===== config.mk =====
export PLATFORM = sky130hd
export DESIGN_NAME = univ_shift_reg
export DESIGN_NICKNAME = d
export VERILOG_FILES = /design/src/rtl/shift_pkg.sv /design/src/rtl/sat_counter.sv /design/src/rtl/univ_shift_reg.sv
export SDC_FILE = /design/constraint.sdc
export NUM_CORES = 1
export LEC_CHECK = 0
export CAP_MARGIN = 20
export CORE_ASPECT_RATIO = 0.8
export CORE_MARGIN = 3
export CORE_UTILIZATION = 29
export DETAILED_ROUTE_END_ITERATION = 10
export SYNTH_ARGS = -nofsm -noshare
export SYNTH_HDL_FRONTEND = slang
export SYNTH_SLANG_ARGS = --single-unit

===== constraint.sdc =====
create_clock -name clk -period 3.65 [get_ports clk]
set_input_delay 0.73 -clock clk [delete_from_list [all_inputs] [get_ports clk]]
set_output_delay 0.73 -clock clk [all_outputs]
set_load 0.02 [all_outputs]

===== src/rtl/shift_pkg.sv =====
`default_nettype none
// ============================================================================
//  Module      : shift_pkg
//  Description : Mode encodings and next-state helper for univ_shift_reg.
//  Revision    : 1.0 - initial release
// ============================================================================
package shift_pkg;

    localparam logic [2:0] MODE_HOLD = 3'b000;
    localparam logic [2:0] MODE_LOAD = 3'b001;
    localparam logic [2:0] MODE_SHL  = 3'b010;
    localparam logic [2:0] MODE_SHR  = 3'b011;
    localparam logic [2:0] MODE_ROL  = 3'b100;
    localparam logic [2:0] MODE_ROR  = 3'b101;
    localparam logic [2:0] MODE_ASR  = 3'b110;
    localparam logic [2:0] MODE_RSVD = 3'b111;

    // Widest register the helper supports; callers zero-extend into this.
    localparam int MAX_W = 64;

    function automatic logic is_shift(input logic [2:0] mode);
        return (mode >= MODE_SHL) && (mode <= MODE_ASR);
    endfunction

    // Operands must be zero-extended above bit width-1; only the low
    // width bits of the result are meaningful.
    function automatic logic [MAX_W-1:0] next_q(
        input logic [2:0]       mode,
        input logic [MAX_W-1:0] q,
        input logic [MAX_W-1:0] d,
        input logic             ser_in,
        input int unsigned      width
    );
        logic [MAX_W-1:0] r;
        r = q;
        case (mode)
            MODE_LOAD: r = d;
            MODE_SHL: begin
                r    = q << 1;
                r[0] = ser_in;
            end
            MODE_SHR: begin
                r            = q >> 1;
                r[width-1]   = ser_in;
            end
            MODE_ROL: begin
                r    = q << 1;
                r[0] = q[width-1];
            end
            MODE_ROR: begin
                r            = q >> 1;
                r[width-1]   = q[0];
            end
            MODE_ASR: begin
                r            = q >> 1;
                r[width-1]   = q[width-1];
            end
            default: r = q;
        endcase
        return r;
    endfunction

endpackage
`default_nettype wire


===== src/rtl/sat_counter.sv =====
`default_nettype none
// ============================================================================
//  Module      : sat_counter
//  Description : Saturating up-counter with a registered pulse on reaching MAX.
//  Revision    : 1.0 - initial release
// ============================================================================
module sat_counter #(
    parameter int CNT_W = 4,
    parameter int MAX   = 8
) (
    input  logic             clk,
    input  logic             reset,
    input  logic             clr,
    input  logic             inc,
    output logic [CNT_W-1:0] cnt,
    output logic             hit
);

    localparam logic [CNT_W-1:0] C_MAX = CNT_W'(MAX);

    logic [CNT_W-1:0] r_cnt;
    logic             r_hit;

    always_ff @(posedge clk or negedge reset) begin
        if (!reset) begin
            r_cnt <= '0;
            r_hit <= 1'b0;
        end else if (clr) begin
            r_cnt <= '0;
            r_hit <= 1'b0;
        end else if (inc) begin
            if (r_cnt != C_MAX) begin
                r_cnt <= r_cnt + CNT_W'(1);
            end
            // Only the MAX-1 -> MAX transition pulses; sitting at MAX does not.
            r_hit <= (r_cnt == C_MAX - CNT_W'(1));
        end else begin
            r_hit <= 1'b0;
        end
    end

    assign cnt = r_cnt;
    assign hit = r_hit;

endmodule
`default_nettype wire


===== src/rtl/univ_shift_reg.sv =====
`default_nettype none
// ============================================================================
//  Module      : univ_shift_reg
//  Description : WIDTH-bit universal shift register with shift counter.
//  Revision    : 1.0 - initial release
// ============================================================================
module univ_shift_reg
    import shift_pkg::*;
#(
    parameter int               WIDTH     = 8,
    parameter logic [WIDTH-1:0] RESET_VAL = '0,
    localparam int              CNT_W     = $clog2(WIDTH + 1)
) (
    input  logic             clk,
    input  logic             reset,
    input  logic             en,
    input  logic             clr,
    input  logic [2:0]       mode,
    input  logic [WIDTH-1:0] d,
    input  logic             ser_in,
    output logic [WIDTH-1:0] q,
    output logic             sout_msb,
    output logic             sout_lsb,
    output logic [CNT_W-1:0] shift_cnt,
    output logic             full_shift
);

    generate
        if (WIDTH < 2 || WIDTH > MAX_W) begin : g_bad_width
            $error("univ_shift_reg: WIDTH must be between 2 and %0d", MAX_W);
        end
    endgenerate

    logic [WIDTH-1:0] r_q;
    logic [MAX_W-1:0] w_wide;
    logic [WIDTH-1:0] w_next;
    logic             w_inc;
    logic             w_cnt_clr;
    logic             w_unused;

    always_comb begin
        w_wide = next_q(mode, MAX_W'(r_q), MAX_W'(d), ser_in, WIDTH);
    end

    assign w_next   = w_wide[WIDTH-1:0];
    assign w_unused = ^w_wide;

    always_ff @(posedge clk or negedge reset) begin
        if (!reset) begin
            r_q <= RESET_VAL;
        end else if (clr) begin
            r_q <= RESET_VAL;
        end else if (en) begin
            r_q <= w_next;
        end
    end

    // A parallel load restarts the serialisation count.
    assign w_inc     = en && !clr && is_shift(mode);
    assign w_cnt_clr = clr || (en && (mode == MODE_LOAD));

    sat_counter #(
        .CNT_W (CNT_W),
        .MAX   (WIDTH)
    ) u_cnt (
        .clk   (clk),
        .reset (reset),
        .clr   (w_cnt_clr),
        .inc   (w_inc),
        .cnt   (shift_cnt),
        .hit   (full_shift)
    );

    assign q        = r_q;
    assign sout_msb = r_q[WIDTH-1];
    assign sout_lsb = r_q[0];

endmodule
`default_nettype wire

==> Word level (Yosys, flattened, before mapping) <==
Index checks and enable logic that the tools add are counted.
{ "op_classes": {"n_addsub": 1, "multipliers": 0, "div_mod_pow": 0, "n_lt_le_gt_ge": 2, "n_eq_ne": 9, "shift": 0, "mux": 8, "n_bitwise": 0, "reduce_logical": 14} }
{ "op_table": {"columns": ["op", "n"], "rows": [
  ["8-bit case mux with 6 select lines", 1],
  ["8-bit 2-to-1 mux", 2],
  ["4-bit 2-to-1 mux", 3],
  ["3-bit equality test, second input constant", 3],
  ["7-bit nonzero test", 1],
  ["3-bit by 2-bit equality test with 1-bit output, second input constant", 2],
  ["2-bit nonzero test", 3],
  ["6-bit nonzero test", 1],
  ["4-bit by 1-bit adder with 4-bit output, second input constant", 1],
  ["4-bit by 3-bit equality test with 1-bit output, second input constant", 1],
  ["1-bit logical AND", 4],
  ["4-bit inequality test, second input constant", 1],
  ["2-bit AND reduction", 2],
  ["3-bit by 1-bit equality test with 1-bit output, second input constant", 1],
  ["3-bit by 2-bit >= comparator with 1-bit output, second input constant", 1],
  ["3-bit less-or-equal comparator, second input constant", 1],
  ["3-bit AND reduction", 1],
  ["1-bit 2-to-1 mux", 2],
  ["2-bit inequality test, second input constant", 1],
  ["1-bit zero test", 1],
  ["1-bit logical OR", 1]
]} }
{ "totals": {"regBits": 13, "latch_bits": 0, "ramBits": 0, "mem_bits_ro": 0, "word_cells": 38, "n_memories": 0} }

==> Logic depth before layout (Yosys ltp) <==
{ "logic_depth": {"ltp_word": 5, "mapped_depth": 7, "mapped_depth_nobuf": 6} }

==> By module <==
Synthesis repeated with hierarchy kept, for this count alone.
{ "hier_totals": {"hier_cells": 95, "hier_area_um2": 1031.0} }
{ "modules_own_cells": {"columns": ["mod", "instances", "cells_per_inst", "area_per_inst_um2", "seq_area_each_um2"], "rows": [
  ["univ_shift_reg", 1, 69, 760.7, 200.2],
  ["sat_counter", 1, 26, 270.3, 125.1]
]} }

==> Least setup slack after synthesis <==
Ideal clock, no wire load.
{ "synth_path": {"kind": "input -> register", "from": "input mode[1]", "to": "register r_q[0], in the netlist q[0]", "arrival_time_ns": 1.827, "t_required_ns": 3.528, "slack_ns": 1.702, "cell_stages": 7, "cell_sequence": "buf_6 or2_1 buf_6 o21a_1 and2_4 buf_6 a32o_1"} }
{ "synth_via": {"elab_chain_cells": 4} }
{ "synth_lines": {"columns": ["element", "line", "source"], "rows": [
  ["start, declared", "univ_shift_reg.sv:18", "input logic [2:0] mode,"],
  ["3-bit equality test (tied with other cells)", "shift_pkg.sv:36", "case (mode)"],
  ["8-bit case mux with 6 select lines", "shift_pkg.sv:36", null],
  ["8-bit 2-to-1 mux", "univ_shift_reg.sv:53", "end else if (en) begin"],
  ["8-bit 2-to-1 mux", "univ_shift_reg.sv:51", "end else if (clr) begin"],
  ["end signal, assigned", "univ_shift_reg.sv:54", "r_q <= w_next;"],
  ["end, declared", "univ_shift_reg.sv:34", "logic [WIDTH-1:0] r_q;"]
]} }
Parallel ways exist; a longest one is shown, timed or not. The select of a mux whose other input is x is not followed.
A chain may end at the register's enable or synchronous reset.

==> Final worst setup path <==
{ "layout_path": {"from": "input mode[2]", "to": "register u_cnt.r_cnt[2], in the netlist u_cnt.cnt[2]"} }
{ "layout_via": {"elab_chain_cells": 5} }
{ "layout_lines": {"columns": ["element", "line", "source"], "rows": [
  ["3-bit by 2-bit >= comparator with 1-bit output (tied with other cells)", "shift_pkg.sv:22", "return (mode >= MODE_SHL) && (mode <= MODE_ASR);"],
  ["1-bit logical AND (on tied branches)", "shift_pkg.sv:22, univ_shift_reg.sv:60", null],
  ["1-bit logical AND / 1-bit logical OR (equally long branches)", "univ_shift_reg.sv:59, univ_shift_reg.sv:60", null],
  ["2-bit nonzero test (no line)", null, null],
  ["2-bit AND reduction (no line)", null, null],
  ["end signal, assigned", "sat_counter.sv:33", "r_cnt <= r_cnt + CNT_W'(1);"],
  ["end, declared", "sat_counter.sv:21", "logic [CNT_W-1:0] r_cnt;"]
]} }
Parallel ways exist; a longest one is shown, timed or not.

==> flow_metrics.tcl <==
set metrics [dict create \
    yosys_warnings 0 \
    cts_max_path_buffers 2 \
    dpl_worst_slack_ns 1.08 \
    startpoint_type "primary input" \
    clock_latency_ns 0.24 \
    rows 18 \
    cts_tree "done" \
    timing.rr.end "u_cnt.cnt[1]" \
    arrival_ns 2.50 \
    async_flop_share_pct 100 \
    synth-edff-count 0 \
    ir_worst_vdd_v 0.000110 \
    io_buffers 30 \
    synth-xor-area-share_pct 2.74 \
    syn_inst 106 \
    drt_iter0_drc 111 \
    firstDrtPassIters 4 \
    hold_violations 0 \
    tns_ns 0 \
    drive_gt1_share_pct 6.82 \
    clock_sinks 13 \
    rrSetupSlack_ns 2.17 \
    final-setup-viol-count 0 \
    drv_cap 0 \
    clockRootBuffer "clkbuf_8" \
    synth_seq_area_share_pct 33.9 \
    layout.nets 151 \
    r2r-start "u_cnt.cnt[0]" \
    synth_area_um2 960 \
    cts_setup_buffers 0 \
    drcViolationCount 0 \
    ys_seq_elements 13 \
    start_util_pct 30.7 \
    core_area_um2 3130 \
    routedWlPerCell_um 14.6 \
    viasPerCell 5.40 \
    synth_top_family_by_area "compound AO/OA/AOI/OAI gates" \
    place_congestion 0.850 \
    die_h_um 57.5 \
    grt.total_usage_pct 13.2 \
    highest_layer "met4" \
    chipWidth_um 70.3 \
    pin_count 31 \
    worst-setup-path-type "in -> reg" \
    cts-htree-levels 1 \
    synth_fa_ha_area_share_pct 3.65 \
    synth_cell_type_count 34 \
    hold_path.class "reg -> reg" \
    rsz0062_at_grt "false" \
    worstPathMaxFanout 12 \
    worstSetupEndpointType "flop" \
    fin_util_pct 41.4 \
    status "finished clean" \
    drv_slew 0 \
    grt_pass1_wl_mm 4.28 \
    met2_length_mm 1.04 \
    tightest_slew_ns 0.606 \
    grt_overflow 0 \
    cp.required_ns 3.81 \
    synth_mux_area_share_pct 7.30 \
    period_needed_ns 2.34 \
    rr_worst_depth 6 \
    holdBufCountCts 0 \
    min_period_over_period_pct 64.1 \
    numCtsBuffers 3 \
    post_synth_and_or_nand_nor_area_fraction_pct 17.3 \
    vias 929 \
    timing.fmax_mhz 427 \
    total_power_mw 0.386 \
    syn_nets 124 \
    fin_skew_ns 0.00349 \
    cts_resized 0 \
    dr_wl_met3_um 223 \
    antenna_found_initial 0 \
    grt_max_degree 17 \
    fin_ws_ns 1.31 \
    die_area_um2 4040 \
    min_to "u_cnt.hit" \
    min-delay-start "u_cnt.cnt[3]" \
    synth_compound_area_share_pct 26.1 \
    grt_pass1_vias 854 \
    p_leak_nw 0.520 \
    hold_depth 1 \
    antenna_cells 0 \
    avgSynthCellArea_um2 9.05 \
    path_clk_slew_ns 0.06 \
    finalWirelength_mm 2.51 \
    antenna_left 0 \
    dp_hpwl_mm 1.91 \
    synth_ff_type "dfrtp_1" \
    route.layer.met1.wl_mm 1.23 \
    syn_to_final_growth_pct 35.1 \
    slew_headroom_pct 59.5 \
    powerDensity_nw_per_um2 298 \
]
## where the power goes
part           leakage [nW]  switching [mW]  internal, mW
Sequential            0.179         0.00801         0.150
Combinational         0.316          0.0501        0.0481
Clock                0.0255          0.0548        0.0754
Total                 0.520           0.113         0.273
## worst max path at each step
stage / startpoint / endpoint / slack, ns / cells after the start
finish: mode[2] / u_cnt.cnt[2] / 1.31 / 5
detailed placement: mode[2] / u_cnt.cnt[2] / 1.08 / 5
global route: mode[2] / u_cnt.cnt[2] / 1.14 / 5
floorplan: mode[1] / q[0] / 1.70 / 7
global placement: mode[2] / u_cnt.cnt[2] / 1.14 / 5
CTS: mode[2] / u_cnt.cnt[2] / 1.32 / 5
## registers in the layout, indices dropped and copies added (netlist names)
name	count
q	8
u_cnt.hit	1
u_cnt.cnt	4
## stage by stage
stage	instances	cell area (µm²)	hold slack, ns
6_report	172	1300	0.525
5_1_grt	172	1300	0.565
4_1_cts	172	1300	0.525
3_5_place_dp	168	1250	0.513
3_3_place_gp	168	1250	0.508
2_1_floorplan	106	960	0.434
## cell usage in the layout, fill, tap and decap left out, types with 2 or more instances in the layout
cell / instances
a21oi_1: 10
a22o_1: 6
a32o_1: 2
clkbuf_8: 3
clkdlybuf4s50_1: 30
dfrtp_1: 13
ha_1: 2
inv_1: 5
mux2i_1: 7
nand2_1: 11
nand4_1: 2
nor2_1: 5
nor2b_1: 4
o211ai_1: 2
o21ai_0: 4
o221ai_1: 6
or3b_2: 2
xnor2_1: 2
## final cells by class
cell class / count / area (µm²)
inverters: 5 / 18.8
repair buffers: 31 / 308
clock inverters: 1 / 5.00
fillers: 314 / 1830
flip-flops and latches: 13 / 325
well taps: 40 / 50.0
multi-input cells: 79 / 548
clock buffers: 3 / 41.3
## cell families (layout without fill, tap and decap cells)
family / Yosys count / after routing
AOI/OAI and AO/OA: 35 / 35
and+or+nand+nor: 31 / 31
buffers and inverters: 14 / 40
DFF: 13 / 13
muxes: 7 / 7
adders and majority gates: 3 / 3
xor gates and xnor gates: 3 / 3
## metal layers
metal	track usage, %	vias up
met1	20.3	440
met3	4.93	2
li1	-	448
met5	0	-
met4	1.64	0
met2	17.9	39
## worst max-delay path: stages
cell and delay (ns):
clkdlybuf4s50_1 0.69, or2_1 0.30, nand4_1 0.18, or3b_2 0.46, a21oi_1 0.14
## cells in the mapped netlist (all sizes together), types with 2 or more instances
library cell / number / share of area, %
o221ai: 6 / 5.5
buf: 8 / 6.6
or3b: 2 / 1.8
mux2i: 7 / 7.3
ha: 2 / 2.6
o211ai: 2 / 1.6
nor2b: 4 / 2.6
inv: 5 / 2.0
o21ai: 4 / 2.1
a21oi: 11 / 6.1
nor2: 5 / 2.0
a32o: 2 / 2.1
dfrtp: 13 / 34
nand2: 11 / 4.3
a22o: 6 / 5.5
nand4: 2 / 1.3
xnor2: 2 / 1.8
(Power assumes the default switching activity.)
